### config.mk
export PLATFORM = sky130hd
export DESIGN_NAME = nrs_cinit_ctrl
export DESIGN_NICKNAME = d
export VERILOG_FILES = /design/src/rtl/nrs_cinit_ctrl.sv
export SDC_FILE = /design/constraint.sdc
export NUM_CORES = 1
export LEC_CHECK = 0
export CAP_MARGIN = 10
export CORE_UTILIZATION = 41
export CTS_CLUSTER_DIAMETER = 60
export DETAILED_ROUTE_END_ITERATION = 8
export PLACE_DENSITY = 0.75
export REMOVE_ABC_BUFFERS = 1
export SYNTH_ARGS = -nofsm -noshare
export SYNTH_HDL_FRONTEND = slang
export SYNTH_SLANG_ARGS = --single-unit
export TNS_END_PERCENT = 1
### constraint.sdc
create_clock -name clk -period 1.5 [get_ports clk]
set_input_delay 0.15 -clock clk [delete_from_list [all_inputs] [get_ports clk]]
set_output_delay 0.15 -clock clk [all_outputs]
set_load 0.03 [all_outputs]
### src/rtl/nrs_cinit_ctrl.sv
// NB-IoT NRS scrambling seed sequencer. Builds c_init with a single shared
// registered adder: three adds for A = 7(ns+1)+l+1, then an 8-step Horner multiply by 2N_ID+1.
module nrs_cinit_ctrl #(
    parameter int WIDTH   = 18,
    parameter int NS_W    = 5,
    parameter int L_W     = 3,
    parameter int NID_W   = 9,
    parameter int CINIT_W = WIDTH + 10
) (
    input  logic               clk,
    input  logic               rst,
    input  logic               start,
    input  logic [NS_W-1:0]    ns,
    input  logic [L_W-1:0]     l,
    input  logic [NID_W-1:0]   nid,
    output logic [WIDTH-1:0]   add_a,
    output logic [WIDTH-1:0]   add_b,
    output logic               add_en,
    input  logic [WIDTH-1:0]   add_sum,
    output logic               busy,
    output logic [CINIT_W-1:0] cinit_out,
    output logic               cinit_valid
);

    localparam logic [2:0] IDLE  = 3'd0;
    localparam logic [2:0] A0    = 3'd1;
    localparam logic [2:0] A1    = 3'd2;
    localparam logic [2:0] A2    = 3'd3;
    localparam logic [2:0] LATCH = 3'd4;
    localparam logic [2:0] MUL   = 3'd5;
    localparam logic [2:0] FIN   = 3'd6;

    logic [2:0]       state;
    logic [NS_W-1:0]  ns_r;
    logic [L_W-1:0]   l_r;
    logic [NID_W-1:0] nid_r;
    logic [7:0]       mreg;
    logic [2:0]       bit_i;

    logic [NS_W:0]    nsp1;
    logic [L_W:0]     lp1;
    logic [NID_W:0]   m_val;

    assign nsp1  = {1'b0, ns_r} + 1'b1;
    assign lp1   = {1'b0, l_r} + 1'b1;
    assign m_val = {nid_r, 1'b1};
    assign busy  = (state != IDLE);

    always_ff @(posedge clk or negedge rst) begin
        if (!rst) begin
            state       <= IDLE;
            ns_r        <= '0;
            l_r         <= '0;
            nid_r       <= '0;
            mreg        <= '0;
            bit_i       <= '0;
            cinit_out   <= '0;
            cinit_valid <= 1'b0;
        end else begin
            cinit_valid <= 1'b0;
            case (state)
                IDLE: begin
                    if (start) begin
                        ns_r  <= ns;
                        l_r   <= l;
                        nid_r <= nid;
                        state <= A0;
                    end
                end
                A0:    state <= A1;
                A1:    state <= A2;
                A2:    state <= LATCH;
                LATCH: begin
                    // A never exceeds 8 bits, so only its low byte drives the multiply
                    mreg  <= add_sum[7:0];
                    bit_i <= 3'd7;
                    state <= MUL;
                end
                MUL: begin
                    bit_i <= bit_i - 3'd1;
                    if (bit_i == 3'd0) begin
                        state <= FIN;
                    end
                end
                FIN: begin
                    cinit_out   <= CINIT_W'({add_sum, m_val});
                    cinit_valid <= 1'b1;
                    state       <= IDLE;
                end
                default: state <= IDLE;
            endcase
        end
    end

    // Adder operands; the first Horner step starts from zero instead of the stale sum
    always_comb begin
        add_en = 1'b0;
        add_a  = '0;
        add_b  = '0;
        case (state)
            A0: begin
                add_en = 1'b1;
                add_a  = WIDTH'({nsp1, 2'b00});
                add_b  = WIDTH'({nsp1, 1'b0});
            end
            A1: begin
                add_en = 1'b1;
                add_a  = add_sum;
                add_b  = WIDTH'(nsp1);
            end
            A2: begin
                add_en = 1'b1;
                add_a  = add_sum;
                add_b  = WIDTH'(lp1);
            end
            MUL: begin
                add_en = 1'b1;
                add_a  = (bit_i == 3'd7) ? '0 : {add_sum[WIDTH-2:0], 1'b0};
                add_b  = mreg[bit_i] ? WIDTH'(m_val) : '0;
            end
            default: begin
                add_en = 1'b0;
            end
        endcase
    end

endmodule

==> results.txt <==
- The flow ran to the end, but the final reports show violations.
- The checks that failed: setup timing.
- Startpoint-to-endpoint class of the critical path: flip-flop to output port
- Vertical die dimension: 87.8 um
- Post-placement setup slack: -443 ps
- Global routing finished with a remaining overflow of 0.
- The worst-case IR drop observed on VDD is 1.25 mV.
- The later pin in the worst-skew pair is clocked with a latency of 350 ps.
- CP startpoint kind: flip-flop
* Area added between synthesis and finish: 57.4%
- The final layout contains 477 nets.
- For the pin with the worst max-slew slack, the measured transition is 550 ps.
- After synthesis the cells add up to 3020 sq um.
- Arr. time, crit path: 2150 ps
- Worst path setup slack after routing: -798 ps
- Final Hold Slack: 333 ps
- In this run the tool buffered the top-level ports with 96 buffer cells.
* CTS root buffer: sky130_fd_sc_hd__clkbuf_8
- For this design the static power due to leakage is 2.34 nW.
- After filler insertion, the fill cell instance count of the layout stands at 550.
- For the worst setup path, the data required time is 1350 ps.
- Leaving out filler cells and counting taps, the final layout contains 534.
- Post-Route Setup TNS: -18410 ps
* GRT Overall Usage: 22.3%
* Post-synth cell types: 46
- Part of the Yosys area used for sequential elements: 49.8%
- Detailed-route wire length: 8.15 mm
- The worst pin sits at a relative slew slack of 63.3%.
- Power spread over the standard cell area amounts to 2370 nW/um^2.
- Commonest non-fill, non-tap cell in the layout: sky130_fd_sc_hd__nand2_1
- Via Count: 2651
* Worst min-delay path class: primary input to async pin
- The congestion estimate from routability-driven global placement came to 0.779.
- Timing startpoint of the critical path: bit_i[0]$_DFFE_PN0P_
- Maximum fanout along the worst path: 6
- Setup repair after global routing missed its margin: yes
* Fmax: 435 MHz
- Setup violators final: 60
- Number of sinks handled by clock tree synthesis: 60
* First-pass GRT wire length: 12.9 mm
- Vias per inst: 4.96
- In this run, synthesis inferred 0 flip-flops with an integrated enable.
* Number of antenna violations at the first check in global routing: 0
- STA classifies the critical path endpoint as an output port.
- Number of rows in the core area: 30
* End of the worst register-to-register path: ns_r[1]$_DFFE_PN0P_
- Clock-pin slew on the worst setup and hold paths: 60 ps
- Most used cells in the layout excluding fill and tap cells: 88 x sky130_fd_sc_hd__nand2_1, 59 x sky130_fd_sc_hd__dfrtp_1, 43 x sky130_fd_sc_hd__buf_4
- Final hold viol count: 0
* H-tree levels: 3
* Register-to-register setup slack: -220 ps
* Max Cap Viol: 0
* Count of state elements after synthesis: 60
- Area of the die: 7700 sq um
- Once the floorplan was initialized, standard cells occupied 43.4% of the core.
* DIE WIDTH: 87.8 um
- Between clock sinks in the finished design, the worst skew comes to 12.6 ps.
- Antenna-violating nets left: 0
- The average instance in the mapped netlist occupies 10.3 sq um.
- After detailed routing, the average wire length per cell comes to 15.3 um.
- The repair_antennas step left the layout with diodes totalling 0.
- In this run the standard cell core region covers 6940 sq um.
- The number of cells on the worst reg-to-reg path is 5.
- For this run, the leading register cell type out of synthesis is sky130_fd_sc_hd__dfrtp_1.
* Total placed cells including tap cells: 515
* Inserted Clock Buffers: 9
- The design draws 11.3 mW.
* Share of cells above drive strength 1: 29.2%
- Maximum number of pins on one net before global-route repair: 26
- Pin placement for this block handled 105 I/O pins.
- Async S/R FF share, synth: 100%
* Critical Path End: add_b[3]
- Clock tree from TritonCTS: built
- Via count of the first global-routing pass: 2644
* Maximum buffer depth of the clock tree: 2
- After detailed routing, the number of remaining DRC violations is 0.
* Max-slew violation count: 0
- TritonRoute pass-1 iters: 4
- Synth Instances: 292
* Detailed Route Iter0 Violations: 107
- Crit path time final: 2300 ps
- During synthesis, Yosys emitted a total of 0 warnings.
* Final worst path period share: 153%
* Worst reg2reg startpoint: state[1]$_DFFE_PN0P_
- HPWL after detailed placement: 5.95 mm
[stage by stage]
| stage | util [%] | area, sq um |
|---|---|---|
| after detailed placement | 62.4 | 4340 |
| after global routing | 68.4 | 4750 |
| after global placement | 62.4 | 4340 |
| final | 68.4 | 4750 |
| after floorplan | - | 2900 |
| after CTS | 66.5 | 4610 |
[routing by layer]
layer	up-vias	global-route usage, %	part of all wire (%)
met5	-	0	0
met4	0	5.51	1.1
met3	9	6.69	5.8
met2	82	39.3	49
met1	1293	26.5	44
li1	1267	-	-
[where the power goes]
| part | internal (mW) | switching (mW) |
|---|---|---|
| Sequential | 2.41 | 0.551 |
| Combinational | 3.18 | 3.65 |
| Clock | 0.845 | 0.642 |
[worst min-delay path by stage]
stage | slack [ps] | endpoint
6_report | 330 | cinit_out[10]$_DFFE_PN0P_
5_1_grt | 360 | nid_r[4]$_DFFE_PN0P_
4_1_cts | 330 | nid_r[4]$_DFFE_PN0P_
3_5_place_dp | 150 | cinit_out[10]$_DFFE_PN0P_
3_3_place_gp | 150 | cinit_out[10]$_DFFE_PN0P_
2_1_floorplan | -150 | bit_i[0]$_DFFE_PN0P_
[final cells by class]
type	count	area [sq um]	share of cell area (%)
Multi-Input combinational cell	208	1460	30.8
Sequential cell	60	1500	31.6
Inverter	7	26.3	0.553
Tap cell	96	120	2.53
Timing Repair Buffer	148	1440	30.3
Clock buffer	11	151	3.19
Clock inverter	4	48.8	1.03
[worst max-delay path: stages (launching register included)]
cell,delay (ps)
sky130_fd_sc_hd__dfrtp_2,430
sky130_fd_sc_hd__buf_4,130
sky130_fd_sc_hd__nor2b_1,50
sky130_fd_sc_hd__a2111oi_2,400
sky130_fd_sc_hd__nor4_4,90
sky130_fd_sc_hd__buf_4,180
sky130_fd_sc_hd__a221o_1,380
sky130_fd_sc_hd__buf_6,150
[cells in the mapped netlist (all sizes together), types with 3 or more instances]
library cell | n | area (sq um)
ha | 5 | 62.6
and2 | 8 | 50.1
nor2 | 7 | 42.5
buf | 22 | 136
inv | 7 | 26.3
a221o | 7 | 70.1
a21oi | 4 | 23.8
nor2b | 4 | 25.0
nand2 | 88 | 330
mux2 | 27 | 304
nand3 | 5 | 25.0
o21ai | 3 | 15.0
a22o | 11 | 96.3
dfrtp | 60 | 1500
xnor2 | 3 | 26.3
nand2b | 4 | 25.0
[flip-flops by register name (all words and copies together), names as in the netlist]
register     flops
mreg             8
state            3
bit_i            3
cinit_out       28
cinit_valid      1
l_r              3
nid_r            9
ns_r             5
[cell families after synthesis]
logic type	synth area share [%]
AO/OA/AOI/OAI	11.2
XOR/XNOR	1.16
adder cells (fa/ha/maj)	2.07
buffers and inverters	5.64
flip-flops	49.8
multiplexers	10.7
other	0.124
AND/OR/NAND/NOR	19.3
[what timing repair did]
item / 4_1_cts / 5_1_grt
setup buffers: 1 / 2
pin swaps: 6 / 3
endpoints found under the hold margin: 18 / 0
setup endpoints to repair: 77 / 81
resized for setup: 54 / 33
hold buffers: 1 / 0
No activity file was read; power rests on OpenSTA's default activity.
